**src/rtl/intr_ctrl_if.sv**
```systemverilog
// intr_ctrl_if
//   Signals between the interrupt controller, the CPU it feeds and the
//   external request lines. The clock and reset are not part of the bundle.
//
//   irq_in       raw external request lines, asynchronous to clk
//   bus_we       CPU write strobe
//   Direcciones  CPU address bus
//   Datos        CPU data bus (bits [7:0] carry the mask on a mask write)
//   intr_ack     CPU acknowledge, one-cycle pulse
//   intr         one-hot request to the CPU, or all zeros
//   pending      pending-request register, for observation
//   mask         current mask register
//
//   master: the environment side (CPU, request sources)
//   slave : the interrupt controller
interface intr_ctrl_if;
  logic [7:0]  irq_in;
  logic        bus_we;
  logic [15:0] Direcciones;
  logic [15:0] Datos;
  logic        intr_ack;
  logic [7:0]  intr;
  logic [7:0]  pending;
  logic [7:0]  mask;

  modport master (
    output irq_in,
    output bus_we,
    output Direcciones,
    output Datos,
    output intr_ack,
    input  intr,
    input  pending,
    input  mask
  );

  modport slave (
    input  irq_in,
    input  bus_we,
    input  Direcciones,
    input  Datos,
    input  intr_ack,
    output intr,
    output pending,
    output mask
  );
endinterface

```
**src/rtl/intr_ctrl.sv**
```systemverilog
// intr_ctrl
//   Interrupt controller sitting in front of the CPU intr[7:0] input.
//   - Synchronises eight asynchronous request lines (two flops each) and
//     turns their rising edges into pending bits.
//   - Snoops CPU bus writes to MASK_ADDR to update an 8-bit enable mask.
//   - Presents the highest enabled pending request (bit 7 highest) as a
//     held one-hot vector, retires it on intr_ack, or re-pends it after
//     HOLD_CYCLES cycles without an ack.
//   - A GAP cycle after every request guarantees intr returns to zero
//     between two consecutive requests.
//
//   Ports
//     clk    system clock, rising edge
//     reset  asynchronous, active-high; clears all state immediately
//     bus    intr_ctrl_if.slave: irq_in, bus_we, Direcciones, Datos,
//            intr_ack in; intr, pending, mask out (all registered)
//
//   Parameters
//     MASK_ADDR    bus address of the mask register
//     MASK_RST     mask value after reset (1 = enabled)
//     HOLD_CYCLES  cycles intr is held waiting for an ack, 1..255
module intr_ctrl #(
  parameter logic [15:0] MASK_ADDR   = 16'hFF00,
  parameter logic [7:0]  MASK_RST    = 8'hFF,
  parameter int unsigned HOLD_CYCLES = 16
) (
  input  logic        clk,
  input  logic        reset,
  intr_ctrl_if.slave  bus
);

  // Timer reload value: the timer counts HOLD_CYCLES-1 down to 0, so the
  // request is visible for exactly HOLD_CYCLES cycles before it times out.
  localparam logic [7:0] HOLD_LOAD = 8'(HOLD_CYCLES - 1);

  typedef enum logic [1:0] {
    ST_IDLE = 2'd0,
    ST_BUSY = 2'd1,
    ST_GAP  = 2'd2
  } state_t;

  // One-hot of the highest set bit; zero when the vector is zero.
  function automatic logic [7:0] top_one_hot(input logic [7:0] vec);
    logic [7:0] result;
    result = 8'h00;
    for (int i = 0; i < 8; i++) begin
      if (vec[i]) begin
        result    = 8'h00;
        result[i] = 1'b1;
      end
    end
    return result;
  endfunction

  logic [7:0] s1_r;
  logic [7:0] s2_r;
  logic [7:0] edge_s;
  logic [7:0] mask_r;
  logic       mask_we_s;
  logic [7:0] pending_r;
  logic [7:0] pending_next_s;
  logic [7:0] cand_s;
  logic [7:0] dispatch_s;
  logic [7:0] clr_s;
  logic [7:0] repend_s;
  state_t     state_r;
  state_t     state_next_s;
  logic [7:0] intr_r;
  logic [7:0] intr_next_s;
  logic [7:0] timer_r;
  logic [7:0] timer_next_s;
  logic       unused_datos_s;

  // Upper data bits never carry mask information.
  assign unused_datos_s = ^bus.Datos[15:8];

  // s1 is the first sampled copy; a line that stays high yields one edge.
  assign edge_s = s1_r & ~s2_r;

  assign mask_we_s = bus.bus_we && (bus.Direcciones == MASK_ADDR);

  // Edges are latched regardless of mask; only dispatch is gated.
  assign cand_s     = pending_r & mask_r;
  assign dispatch_s = top_one_hot(cand_s);

  // Clear happens first so a same-cycle set (edge or re-pend) wins.
  assign pending_next_s = (pending_r & ~clr_s) | edge_s | repend_s;

  // Two-flop synchroniser on the raw request lines.
  always_ff @(posedge clk or posedge reset) begin
    if (reset) begin
      s1_r <= 8'h00;
      s2_r <= 8'h00;
    end else begin
      s1_r <= bus.irq_in;
      s2_r <= s1_r;
    end
  end

  // Mask register, captured from snooped CPU writes to MASK_ADDR.
  always_ff @(posedge clk or posedge reset) begin
    if (reset) begin
      mask_r <= MASK_RST;
    end else if (mask_we_s) begin
      mask_r <= bus.Datos[7:0];
    end else begin
      mask_r <= mask_r;
    end
  end

  // Pending register, updated every cycle in every FSM state.
  always_ff @(posedge clk or posedge reset) begin
    if (reset) begin
      pending_r <= 8'h00;
    end else begin
      pending_r <= pending_next_s;
    end
  end

  // Dispatch FSM state, held request vector and hold timer.
  always_ff @(posedge clk or posedge reset) begin
    if (reset) begin
      state_r <= ST_IDLE;
      intr_r  <= 8'h00;
      timer_r <= 8'h00;
    end else begin
      state_r <= state_next_s;
      intr_r  <= intr_next_s;
      timer_r <= timer_next_s;
    end
  end

  // Dispatch FSM next-state and request/clear/re-pend decisions.
  always_comb begin
    state_next_s = state_r;
    intr_next_s  = intr_r;
    timer_next_s = timer_r;
    clr_s        = 8'h00;
    repend_s     = 8'h00;
    case (state_r)
      ST_IDLE: begin
        if (cand_s != 8'h00) begin
          intr_next_s  = dispatch_s;
          clr_s        = dispatch_s;
          timer_next_s = HOLD_LOAD;
          state_next_s = ST_BUSY;
        end else begin
          intr_next_s  = 8'h00;
          state_next_s = ST_IDLE;
        end
      end
      ST_BUSY: begin
        // Ack is checked first so it beats a timeout in the same cycle.
        if (bus.intr_ack) begin
          intr_next_s  = 8'h00;
          state_next_s = ST_GAP;
        end else if (timer_r == 8'h00) begin
          // The presented bit goes back to pending even if now masked.
          repend_s     = intr_r;
          intr_next_s  = 8'h00;
          state_next_s = ST_GAP;
        end else begin
          timer_next_s = timer_r - 8'd1;
        end
      end
      ST_GAP: begin
        intr_next_s  = 8'h00;
        state_next_s = ST_IDLE;
      end
      default: begin
        intr_next_s  = 8'h00;
        timer_next_s = 8'h00;
        state_next_s = ST_IDLE;
      end
    endcase
  end

  assign bus.intr    = intr_r;
  assign bus.pending = pending_r;
  assign bus.mask    = mask_r;

endmodule
```
**src/flat_wrapper.sv**
```systemverilog
// flat-port wrapper written by rule: the top's interface ports become plain ports
module intr_ctrl_flat 
#(
  parameter logic [15:0] MASK_ADDR   = 16'hFF00,
  parameter logic [7:0]  MASK_RST    = 8'hFF,
  parameter int unsigned HOLD_CYCLES = 16
)
  (clk, reset, bus_irq_in, bus_bus_we, bus_Direcciones, bus_Datos, bus_intr_ack, bus_intr, bus_pending, bus_mask);
  intr_ctrl_if bus_i ();
  input  logic clk;
  input  logic reset;
  input wire logic [$bits(bus_i.irq_in)-1:0] bus_irq_in;
  input wire logic [$bits(bus_i.bus_we)-1:0] bus_bus_we;
  input wire logic [$bits(bus_i.Direcciones)-1:0] bus_Direcciones;
  input wire logic [$bits(bus_i.Datos)-1:0] bus_Datos;
  input wire logic [$bits(bus_i.intr_ack)-1:0] bus_intr_ack;
  output wire logic [$bits(bus_i.intr)-1:0] bus_intr;
  output wire logic [$bits(bus_i.pending)-1:0] bus_pending;
  output wire logic [$bits(bus_i.mask)-1:0] bus_mask;
  assign bus_i.irq_in = bus_irq_in;
  assign bus_i.bus_we = bus_bus_we;
  assign bus_i.Direcciones = bus_Direcciones;
  assign bus_i.Datos = bus_Datos;
  assign bus_i.intr_ack = bus_intr_ack;
  assign bus_intr = bus_i.intr;
  assign bus_pending = bus_i.pending;
  assign bus_mask = bus_i.mask;
  intr_ctrl #(.MASK_ADDR(MASK_ADDR), .MASK_RST(MASK_RST), .HOLD_CYCLES(HOLD_CYCLES)) u_core (.clk(clk), .reset(reset), .bus(bus_i));
endmodule
```
**config.mk**
```make
export PLATFORM = sky130hd
export DESIGN_NAME = intr_ctrl_flat
export DESIGN_NICKNAME = d
export VERILOG_FILES = /design/src/rtl/intr_ctrl_if.sv /design/src/rtl/intr_ctrl.sv /design/src/flat_wrapper.sv
export SDC_FILE = /design/constraint.sdc
export NUM_CORES = 1
export LEC_CHECK = 0
export ABC_AREA = 1
export BUFFER_PORTS_ARGS = -buffer_cell sky130_fd_sc_hd__buf_2
export CORE_ASPECT_RATIO = 0.9
export CORE_MARGIN = 5
export CORE_UTILIZATION = 48
export CTS_BUF_LIST = sky130_fd_sc_hd__clkbuf_4 sky130_fd_sc_hd__clkbuf_8
export DETAILED_ROUTE_END_ITERATION = 10
export PLACE_DENSITY = 0.78
export SETUP_SLACK_MARGIN = 0.15
export SLEW_MARGIN = 20
export SYNTH_ARGS = -nofsm -noshare
export SYNTH_HDL_FRONTEND = slang
export SYNTH_SLANG_ARGS = --single-unit
```
**constraint.sdc**
```tcl
create_clock -name clk -period 1.3 [get_ports clk]
set_input_delay 0.13 -clock clk [delete_from_list [all_inputs] [get_ports clk]]
set_output_delay 0.13 -clock clk [all_outputs]
set_load 0.05 [all_outputs]
```
==> run_results.csv <==
group,metric,value,unit
setup_path,crit_chain,"inv_2 > ha_4 > nand2_4 > o21ai_1 > nand2_1 > nand2_4 > nand3_1 > nand2_1",
floorplan,die_h,75.8,um
setup_path,reg2reg_slack,-0.08,ns
power_and_ir_drop,ir_worst_vdd,0.716,mV
placement,port_buffers,59,
power_and_ir_drop,p_switching,729,uW
outcome,violations,"negative setup slack",
setup_path,slowest_stage,"dfrtp_1",
setup_path,worstSetupPathType,"reg -> reg",
setup_path,cp-end-kind,"flop",
routing,drtAntennaViolNets,0,
power_and_ir_drop,comb_power_share,13.1,%
sta,period_minus_slack,1.38,ns
floorplan,die-area,6290,um2
sta,fmax,725,MHz
clock_network,clockBufferDepth,2,
setup_path,r2r-start,"u_core.timer_r[1]$_DFFE_PP0P_",
synthesis,synth_ff_type,"dfrtp_1",
clock_network,clkTransAtPathRegs,0.09,ns
synthesis,synth_cell_types,27,
placement,globalplace.congestion,0.872,
sta,slew_viol_final,0,
synthesis,syn-num-nets,311,
sta,worst_slack,-0.0791,ns
synthesis,synth_top_family_by_area,"simple AND/OR/NAND/NOR gates",
synthesis,ys_async_sr_fraction,100,%
sta,fin_worst_skew,0.00895,ns
global_routing,first_global_vias,2295,
setup_path,cpPeakStageDelay,0.41,ns
power_and_ir_drop,p_seq_share,54.4,%
clock_network,cts_buffers,5,
clock_network,insertion_delay,0.31,ns
routing,dr.pass1.iters,4,
sta,hold_violations,0,
power_and_ir_drop,p_per_area,808,nW/um2
floorplan,io_pins,68,
clock_network,htree_levels,2,
setup_path,crit_path_start_kind,"flop",
setup_path,worst_ep_required_time,1.55,ns
synthesis,synth_adder_area_share,1.08,%
routing,initialDrtViolationCount,113,
layout,drive_gt1_share,50.8,%
synthesis,netlist_area,2310,um2
floorplan,num_rows,24,
synthesis,yosysWarnings,0,
sta,setup_tns,-0.858,ns
layout,final_nets,431,
sta,setup-violations-final,24,
setup_path,critPathArrivalTime,1.63,ns
power_and_ir_drop,power.internal,2250,uW
synthesis,synth_cells,265,
sta,rsz0062_at_grt,"true",
sta,slew_headroom,81.1,%
synthesis,avgSynthCellArea,8.71,um2
power_and_ir_drop,clock_power_share,32.5,%
sta,finalCritPeriodShare,106,%
routing,routedWlPerCell,15.6,um
synthesis,synth_edf_count,0,
global_routing,grt_pass1_wl,10.4,mm
placement,dpl.hpwl,4.06,mm
hold_path,hold_path.class,"in -> reg",
routing,viasPerCell,5.18,
global_routing,grt_start_max_net_pins,51,
clock_network,cts_root_buf,"clkbuf_8",
floorplan,core_area,4740,um2
setup_path,cp_max_fo,8,
outcome,outcome,"complete, but fails checks",
layout,fin_cells,451,
floorplan,die_w,83.1,um
clock_network,cts_tree,"yes",
layout,diodes,0,
synthesis,yosys.area_share.xor_xnor,0,%
global_routing,antenna_found_initial,0,
placement,placedCellCount,417,
routing,num_vias,2335,
synthesis,yosysSeqAreaShare,54.7,%
setup_path,regToRegEndpoint,"u_core.timer_r[3]$_DFFE_PP0P_",
synthesis,synth_simple_gate_area_share,29.8,%
clock_network,cts.sinks,50,
power_and_ir_drop,power_leakage,0.00189,uW
setup_path,startpoint,"u_core.timer_r[1]$_DFFE_PP0P_",
synthesis,synth_compound_area_share,8.35,%
setup_path,worstRegToRegCells,8,
setup_path,critPathCapture,"u_core.timer_r[3]$_DFFE_PP0P_",
sta,worst_slew_pin_slew,0.283,ns
global_routing,grt_use_total,21.0,%
routing,drc,0,
synthesis,muxShareOfSynthArea,0,%
flow_run,drv_cap,0,
routing,wl,7.05,mm
floorplan,start_util,48.6,%
layout,area_growth,60.0,%
global_routing,grt_overflow,0,
power_and_ir_drop,p_sw_share,24.4,%
synthesis,synth_seq_cells,50,
## layout by cell type, fill, tap and decap left out, types with 9 or more instances in the layout
cell	synthesis	routed
nand2_1	86	62
buf_2	1	43
dfrtp_1	42	32
buf_4	0	27
inv_1	31	25
nand2_2	1	17
nor2_1	23	15
buf_6	0	15
nand3_1	18	13
buf_8	0	12
nor2_4	1	10
dfrtp_2	0	10
nand2_4	0	9
dlygate4sd3_1	0	9
## registers in the layout (all words and copies together) (netlist names)
register,count
u_core.s1_r,8
u_core.bus.mask,8
u_core.bus.pending,8
u_core.timer_r,8
u_core.s2_r,8
u_core.bus.intr,8
u_core.state_r,2
## worst min path at each step
stage                                endpoint  cells past startpoint          start  slack, ns
2_1_floorplan        u_core.s1_r[0]$_DFF_PP0_                      0  bus_irq_in[0]       0.16
5_1_grt        u_core.bus.mask[0]$_DFFE_PP1P_                      3   bus_Datos[0]       0.04
3_3_place_gp         u_core.s2_r[5]$_DFF_PP0_                      3          reset       0.22
4_1_cts        u_core.bus.mask[0]$_DFFE_PP1P_                      3   bus_Datos[0]       0.03
3_5_place_dp   u_core.bus.intr[6]$_DFFE_PP0P_                      3          reset       0.21
6_report       u_core.bus.mask[7]$_DFFE_PP1P_                      3   bus_Datos[7]       0.04
## area by class of cell
type | instances | area [um2]
sequential | 50 | 1270
multi-input combinational | 181 | 1160
fill | 300 | 1050
timing repair buffer | 112 | 927
inverter | 35 | 150
clock buffer | 8 | 97.6
tap | 65 | 81.3
## Yosys cell counts, types with 2 or more instances
cell | count | share of area, %
nand2_1 | 86 | 14
dfrtp_1 | 42 | 46
inv_1 | 31 | 5.0
nor2_1 | 23 | 3.7
nand3_1 | 18 | 3.9
o21ai_0 | 10 | 2.2
a21oi_1 | 8 | 1.7
dfstp_2 | 8 | 9.1
nand4_1 | 8 | 2.2
nor2_8 | 4 | 3.5
nor2_2 | 3 | 0.81
o211ai_2 | 3 | 1.6
o21bai_1 | 3 | 0.98
a22oi_1 | 2 | 0.65
ha_1 | 2 | 1.1
inv_2 | 2 | 0.33
inv_4 | 2 | 0.54
## logic make-up (layout without fill, tap and decap cells)
logic type	Yosys count	in the layout
and+or+nand+nor	147	149
DFF	50	50
AOI/OAI and AO/OA	30	30
buffers and inverters	36	155
adders and majority gates	2	2
## metal layers
layer / vias to the layer above / global-route usage, % / wire length, um
li1: 1091 / - / -
met1: 1120 / 24.1 / 2680
met2: 102 / 38.5 / 3740
met3: 22 / 4.97 / 439
met4: 0 / 8.89 / 186
met5: - / 0 / 0
## stage by stage
step | hold slack [ns] | total power [uW] | area, um2 | util [%] | setup WS (ns)
3_5_place_dp | 0.213 | 1940 | 2980 | 62.9 | -0.0674
4_1_cts | 0.0337 | 2950 | 3500 | 73.7 | -0.0154
5_1_grt | 0.0415 | 3090 | 3690 | 77.8 | -0.136
3_3_place_gp | 0.218 | 1930 | 2980 | 62.9 | -0.0445
2_1_floorplan | 0.161 | 1800 | 2380 | - | -0.0754
6_report | 0.0370 | 2980 | 3690 | 77.8 | -0.0791
## power by group through the flow
stage                     sequential, uW  clock [uW]  combinational (uW)
after floorplan                     1650           0                 153
after global placement              1650           0                 284
after detailed placement            1650           0                 293
after CTS                           1620         979                 356
after global routing                1630        1030                 433
final                               1620         968                 391
## worst max-delay path, delay by kind of cell, from the launching register on
kind / cells / cell delay [ns]
AOI/OAI and AO/OA: 1 / 0.17
adders and majority gates: 1 / 0.14
buffers and inverters: 1 / 0.09
DFF: 1 / 0.41
and+or+nand+nor: 5 / 0.50
## repair_timing
item,4_1_cts,5_1_grt
hold endpoints to repair,50,0
buffers inserted,6,9
hold buffers,9,0
pin swaps,23,18
setup endpoints to repair,37,42
resized for setup,73,34
gates cloned,2,0
No activity file was read; power rests on OpenSTA's default activity.
